File: src/rtl/arcade_input_pkg.sv
// Shared constants for the arcade control front-end: PS/2 scan codes and
// the bit layout of the exported control vector.
package arcade_input_pkg;

    localparam logic [7:0] KEY_UP     = 8'h75;
    localparam logic [7:0] KEY_DOWN   = 8'h72;
    localparam logic [7:0] KEY_LEFT   = 8'h6B;
    localparam logic [7:0] KEY_RIGHT  = 8'h74;
    localparam logic [7:0] KEY_FIRE0  = 8'h29;
    localparam logic [7:0] KEY_FIRE1  = 8'h14;
    localparam logic [7:0] KEY_FIRE2  = 8'h11;
    localparam logic [7:0] KEY_START1 = 8'h05;
    localparam logic [7:0] KEY_START2 = 8'h06;
    localparam logic [7:0] KEY_COIN   = 8'h04;
    localparam logic [7:0] KEY_F0     = 8'hF0;
    localparam logic [7:0] KEY_E0     = 8'hE0;

    typedef enum logic [2:0] {
        CtrlUp, CtrlDown, CtrlLeft, CtrlRight, CtrlFire, CtrlStart1, CtrlStart2, CtrlCoin
    } ctrl_e;

    // Bit position of a field in {coin, start2, start1, fire[], right, left, down, up}.
    function automatic int unsigned ctrl_idx(ctrl_e name, int unsigned num_fire);
        case (name)
            CtrlUp:     return 0;
            CtrlDown:   return 1;
            CtrlLeft:   return 2;
            CtrlRight:  return 3;
            CtrlFire:   return 4;
            CtrlStart1: return 4 + num_fire;
            CtrlStart2: return 5 + num_fire;
            CtrlCoin:   return 6 + num_fire;
            default:    return 0;
        endcase
    endfunction

    function automatic logic [7:0] fire_code(int unsigned i);
        case (i)
            0:       return KEY_FIRE0;
            1:       return KEY_FIRE1;
            default: return KEY_FIRE2;
        endcase
    endfunction

endpackage

File: src/rtl/input_autofire.sv
// Per-button autofire: while enabled and held, output starts high and
// toggles every AfHalf cycles; otherwise the raw button passes through.
module input_autofire #(
    parameter int unsigned AfHalf = 400000
) (
    input  logic clk_sys,
    input  logic reset,
    input  logic af_en,
    input  logic fire_raw,
    output logic fire_out
);

    localparam int unsigned CntW = (AfHalf > 1) ? $clog2(AfHalf) : 1;

    logic [CntW-1:0] cnt_q, cnt_d;
    logic            phase_q, phase_d;

    always_comb begin
        cnt_d   = cnt_q;
        phase_d = phase_q;
        if (!af_en || !fire_raw) begin
            cnt_d   = '0;
            phase_d = 1'b0;
        end else if (cnt_q == CntW'(AfHalf - 1)) begin
            cnt_d   = '0;
            phase_d = ~phase_q;
        end else begin
            cnt_d = cnt_q + 1'b1;
        end
    end

    // phase 0 is the high half so a fresh press fires immediately.
    assign fire_out = fire_raw & (~af_en | ~phase_q);

    always_ff @(posedge clk_sys) begin
        if (reset) begin
            cnt_q   <= '0;
            phase_q <= 1'b0;
        end else begin
            cnt_q   <= cnt_d;
            phase_q <= phase_d;
        end
    end

endmodule

File: src/rtl/arcade_input_mapper.sv
// Arcade control front-end: PS/2 key latches ORed with joysticks, orientation
// remap, per-button autofire and coin stretching into a registered control word.
module arcade_input_mapper
    import arcade_input_pkg::*;
#(
    parameter int unsigned NUM_JOY  = 2,
    parameter int unsigned NUM_FIRE = 1,
    parameter int unsigned AF_HALF  = 400000,
    parameter int unsigned COIN_MIN = 1200000
) (
    input  logic                  clk_sys,
    input  logic                  reset,
    input  logic [64:0]           ps2_key,
    input  logic [16*NUM_JOY-1:0] joy,
    input  logic                  rotate,
    input  logic [NUM_FIRE-1:0]   af_en,
    output logic [NUM_FIRE+6:0]   ctrl,
    output logic                  key_any
);

    localparam int unsigned CtrlW     = NUM_FIRE + 7;
    localparam int unsigned CoinW     = $clog2(COIN_MIN + 1);
    localparam int unsigned IdxFire   = ctrl_idx(CtrlFire, NUM_FIRE);
    localparam int unsigned IdxStart1 = ctrl_idx(CtrlStart1, NUM_FIRE);
    localparam int unsigned IdxStart2 = ctrl_idx(CtrlStart2, NUM_FIRE);
    localparam int unsigned IdxCoin   = ctrl_idx(CtrlCoin, NUM_FIRE);

    logic                pressed, extended, key_event;
    logic [8:0]          code;
    logic                old_toggle_q;
    logic [3:0]          dir_q, dir_d;    // {right, left, down, up}
    logic [NUM_FIRE-1:0] fire_q, fire_d;
    logic [2:0]          sys_q, sys_d;    // {coin, start2, start1}

    always_comb begin
        pressed   = ps2_key[15:8] != KEY_F0;
        extended  = pressed ? (ps2_key[15:8] == KEY_E0) : (ps2_key[23:16] == KEY_E0);
        code      = (|ps2_key[63:24]) ? 9'h000 : {extended, ps2_key[7:0]};
        key_event = ps2_key[64] != old_toggle_q;
    end

    always_comb begin
        dir_d  = dir_q;
        fire_d = fire_q;
        sys_d  = sys_q;
        if (key_event) begin
            // Directions accept both the keypad and the extended arrow codes.
            if (code[7:0] == KEY_UP)    dir_d[0] = pressed;
            if (code[7:0] == KEY_DOWN)  dir_d[1] = pressed;
            if (code[7:0] == KEY_LEFT)  dir_d[2] = pressed;
            if (code[7:0] == KEY_RIGHT) dir_d[3] = pressed;
            for (int unsigned i = 0; i < NUM_FIRE; i++) begin
                if (code == {1'b0, fire_code(i)}) fire_d[i] = pressed;
            end
            if (code == {1'b0, KEY_START1}) sys_d[0] = pressed;
            if (code == {1'b0, KEY_START2}) sys_d[1] = pressed;
            if (code == {1'b0, KEY_COIN})   sys_d[2] = pressed;
        end
    end

    logic [15:0]         joy_or;
    logic [3:0]          raw_dir, rot_dir;
    logic [NUM_FIRE-1:0] raw_fire, af_fire;
    logic                raw_start1, raw_start2, raw_coin;
    logic                unused_joy;

    always_comb begin
        joy_or = '0;
        for (int unsigned j = 0; j < NUM_JOY; j++) begin
            joy_or = joy_or | joy[16*j +: 16];
        end
        raw_dir    = dir_q | {joy_or[0], joy_or[1], joy_or[2], joy_or[3]};
        raw_fire   = fire_q | joy_or[4 +: NUM_FIRE];
        raw_start1 = sys_q[0] | joy_or[8];
        raw_start2 = sys_q[1] | joy_or[9];
        raw_coin   = sys_q[2] | joy_or[10];
        // Rotated: up<-left, down<-right, left<-down, right<-up.
        rot_dir    = rotate ? {raw_dir[0], raw_dir[1], raw_dir[3], raw_dir[2]} : raw_dir;
    end

    assign unused_joy = ^{joy_or[15:11], joy_or[7:4]};

    for (genvar g = 0; g < NUM_FIRE; g++) begin : g_af
        input_autofire #(
            .AfHalf (AF_HALF)
        ) u_af (
            .clk_sys  (clk_sys),
            .reset    (reset),
            .af_en    (af_en[g]),
            .fire_raw (raw_fire[g]),
            .fire_out (af_fire[g])
        );
    end

    logic [CoinW-1:0] coin_cnt_q, coin_cnt_d;
    logic             coin_prev_q, coin_out;

    always_comb begin
        if (raw_coin && !coin_prev_q) begin
            coin_cnt_d = CoinW'(COIN_MIN);
        end else if (coin_cnt_q != '0) begin
            coin_cnt_d = coin_cnt_q - 1'b1;
        end else begin
            coin_cnt_d = '0;
        end
        // Using the next count makes a one-cycle pulse last exactly COIN_MIN cycles.
        coin_out = raw_coin | (coin_cnt_d != '0);
    end

    logic [CtrlW-1:0] ctrl_d, ctrl_q;
    logic             key_any_q;

    always_comb begin
        ctrl_d                          = '0;
        ctrl_d[3:0]                     = rot_dir;
        ctrl_d[IdxFire +: NUM_FIRE]     = af_fire;
        ctrl_d[IdxStart1]               = raw_start1;
        ctrl_d[IdxStart2]               = raw_start2;
        ctrl_d[IdxCoin]                 = coin_out;
    end

    always_ff @(posedge clk_sys) begin
        if (reset) begin
            old_toggle_q <= ps2_key[64];
            dir_q        <= '0;
            fire_q       <= '0;
            sys_q        <= '0;
            coin_cnt_q   <= '0;
            coin_prev_q  <= 1'b0;
            ctrl_q       <= '0;
            key_any_q    <= 1'b0;
        end else begin
            old_toggle_q <= ps2_key[64];
            dir_q        <= dir_d;
            fire_q       <= fire_d;
            sys_q        <= sys_d;
            coin_cnt_q   <= coin_cnt_d;
            coin_prev_q  <= raw_coin;
            ctrl_q       <= ctrl_d;
            key_any_q    <= |{dir_q, fire_q, sys_q};
        end
    end

    assign ctrl    = ctrl_q;
    assign key_any = key_any_q;

endmodule

File: config.mk
export PLATFORM = sky130hd
export DESIGN_NAME = arcade_input_mapper
export DESIGN_NICKNAME = d
export VERILOG_FILES = /design/src/rtl/arcade_input_pkg.sv /design/src/rtl/input_autofire.sv /design/src/rtl/arcade_input_mapper.sv
export SDC_FILE = /design/constraint.sdc
export NUM_CORES = 1
export LEC_CHECK = 0
export ABC_CLOCK_PERIOD_IN_PS = 4800
export BUFFER_PORTS_ARGS = -buffer_cell sky130_fd_sc_hd__buf_2
export CORE_ASPECT_RATIO = 1.25
export CORE_MARGIN = 4
export CORE_UTILIZATION = 52
export DETAILED_ROUTE_END_ITERATION = 12
export PLACE_DENSITY = 0.88
export SYNTH_ARGS = -nofsm -noshare
export SYNTH_HDL_FRONTEND = slang
export SYNTH_SLANG_ARGS = --single-unit
File: constraint.sdc
create_clock -name clk_sys -period 4.8 [get_ports clk_sys]
set_clock_uncertainty 0.15 [all_clocks]
set_input_delay 0 -clock clk_sys [delete_from_list [all_inputs] [get_ports clk_sys]]
set_output_delay 0 -clock clk_sys [all_outputs]
set_load 0.005 [all_outputs]
==> flow_metrics.tcl <==
set metrics [dict create \
    status "finished, final reports clean" \
    start_util_pct 54.6 \
    synth_common_cells "dfxtp_1, nor2_1, nor4_1" \
    drc_errors 0 \
    portBuffers 93 \
    wl_per_cell_microns 17.9 \
    async_flop_share_pct 0 \
    cts_tree "yes" \
    endpoint_kind "flop" \
    core-area_sq_mm 0.00519 \
    yosysTopAreaCell "dfxtp_1" \
    route.met2.wl_microns 4870 \
    crit_chain "dlygate4sd3_1 -> buf_2 -> xor2_1 -> nand4_1 -> or4_1 -> a2111oi_2 -> dlygate4sd3_1 -> nand2_1 -> dlygate4sd3_1 -> mux2i_1 -> dlygate4sd3_1" \
    ant_nets 0 \
    grt_max_degree 31 \
    critPathRequiredTime_ps 4930 \
    chipWidth_microns 74.0 \
    ir_worst_vdd_v 0.000239 \
    drtIter0Drc 272 \
    layout-drive-gt1-share_pct 24.5 \
    yosysUniqueCellTypes 44 \
    post-cts-setup-buffer-count 0 \
    ys_ff_latch 60 \
    slew_viol_final 0 \
    antenna_found_initial 1 \
    final.period_utilization_pct 84.7 \
    syn_area_sq_mm 0.00283 \
    htreeDepth 3 \
    vias 3210 \
    grt_pass1_wl_microns 15300 \
    synth-simple-area-share_pct 34.6 \
    area_growth_pct 41.9 \
    worstSkewPairLatency_ps 350 \
    antenna_cells 0 \
    fp.dieH_microns 90.5 \
    ioPinCount 110 \
    cp.arrival_ps 4200 \
    wl_met3_microns 717 \
    fin_crit_ps 4070 \
    cts_buffers 9 \
    wl_met1_microns 3340 \
    fmax_ghz 0.246 \
    drt-total-wl_microns 9520 \
    drv_cap 0 \
    synth_top_family_by_area "simple AND/OR/NAND/NOR gates" \
    tightest_slew_ps 786 \
    p_leak_nw 1.64 \
    worstRegToRegCells 9 \
    utilization_pct 77.5 \
    clockBufferDepth 2 \
    fin_nets 568 \
    finalSetupViolCount 0 \
    grt_pass1_vias 3245 \
    synth_compound_area_share_pct 7.33 \
    synth-main-ff-cell "dfxtp_1" \
    die-area_sq_mm 0.00670 \
    ys_warn_count 0 \
    critical_path_class "in -> reg" \
    critPathMaxFanout 3 \
    synth-xor-area-share_pct 11.1 \
    post-synth-top-count-cell "dfxtp_1" \
    synthMuxAreaShare_pct 1.41 \
    cp_slowest_cell "dlygate4sd3_1" \
    track_usage_pct 29.4 \
    slowest_delay_ps 640 \
    path_common_cell "dlygate4sd3_1" \
    slew_headroom_pct 46.9 \
    dr.max_layer_used "met5" \
    first_pass_iters 5 \
    tns_ps 0 \
    gp_congestion 0.877 \
    dp_hpwl_microns 5410 \
    finalHoldViolations 0 \
    fillers 302 \
    overflow 0 \
    synth_cells 325 \
    hold_buffers 46 \
    avgSynthCellArea_sq_um 8.72 \
    multi_input_area_sq_mm 0.00157 \
    synthTopCellsByArea "dfxtp_1, nor2_1, xnor2_1, nor4_1, xor2_1" \
    yosysTopAreaCellShare_pct 42.4 \
    cts_sinks 60 \
    clk_pin_slew_ps 70 \
    grt_setup_unrepaired "no" \
    fp-row-count 29 \
    viasPerCell 6.03 \
    clock_tree.root_cell "clkbuf_8" \
    seq_area_frac_synth_pct 42.4 \
    synth_fp_nets 428 \
    hold_class "in -> reg" \
    regArea_sq_mm 0.00120 \
    holdPathStages 5 \
    synth_edf_count 0 \
    startpoint_type "input port" \
    cts_resized 0 \
    powerDensity_mw_per_mm2 335 \
    post_synth_fa_ha_maj_area_fraction_pct 0.883 \
]
-- metal layers --
metal / track usage [%] / vias up
met2: 49.9 / 202
met5: 0 / -
li1: - / 1461
met1: 30.8 / 1479
met3: 7.80 / 66
met4: 19.2 / 2
-- worst max-delay path: cells and delay by family --
kind | cells | cell delay [ps]
mux | 1 | 270
compound gates | 1 | 490
xor+xnor | 1 | 160
simple gates | 3 | 730
buf+inv | 5 | 2550
-- final cells by class --
cell class / count / area share (%)
clock buffers: 12 / 3.36
well taps: 62 / 1.93
clock inverters: 4 / 2.43
inverters: 4 / 0.373
multi-input cells: 251 / 39.0
repair buffers: 139 / 23.0
flip-flops and latches: 60 / 29.9
-- layout by cell type (no fill, tap or decap), types with 6 or more instances in the layout --
cell type      count
dfxtp_1           60
a211oi_1           6
nor3_1            20
clkbuf_8           9
xnor2_1           21
nand4_1            6
nor4_1            22
nand2_1           16
or3_1              7
nand3_1           11
nor2_1            55
xor2_1            15
or4_1              7
buf_2             93
a21oi_1           11
dlygate4sd3_1     46
-- cells by family (layout without fill, tap and decap cells) --
group                    count (synthesis)  in the layout
flip-flops                              60             60
multiplexers                             4              4
AND/OR/NAND/NOR                        178            178
XOR/XNOR                                36             36
AO/OA/AOI/OAI                           31             31
adder cells (fa/ha/maj)                  2              2
buffers and inverters                   14            159
-- sequential cells by signal (all words and copies together) (netlist names) --
signal / cells
sys_q: 3
old_toggle_q: 1
ctrl: 8
coin_prev_q: 1
key_any: 1
g_af.u_af.phase_q: 1
dir_q: 4
coin_cnt_q: 21
g_af.u_af.cnt_q: 19
fire_q: 1
-- power by group --
group	leakage [nW]	internal (mW)	total, mW	switching, mW
clock network	0.111	0.346	0.550	0.205
logic	1.04	0.118	0.240	0.122
registers	0.491	0.523	0.554	0.0312
-- worst paths after layout --
kind / startpoint / end / slack (ps)
hold / removal: ps2_key[9] / sys_q[0] / 90
setup reg to reg: old_toggle_q / sys_q[2] / 740
hold reg to reg: g_af[0].u_af.cnt_q[0] / g_af[0].u_af.cnt_q[0] / 320
setup / recovery: ps2_key[64] / sys_q[2] / 730
-- through the flow --
stage	total power, mW	cell area, sq um	cells	hold WS, ps	setup WS, ps
finish	1.34	4020	532	92.3	733
global route	1.39	4020	532	142	598
CTS	1.32	4020	532	28.1	1020
detailed placement	0.763	3330	470	-17.8	2240
global placement	0.752	3330	470	-22.4	2230
floorplan	0.690	2830	325	-122	2540
No activity file was read; power rests on OpenSTA's default activity.
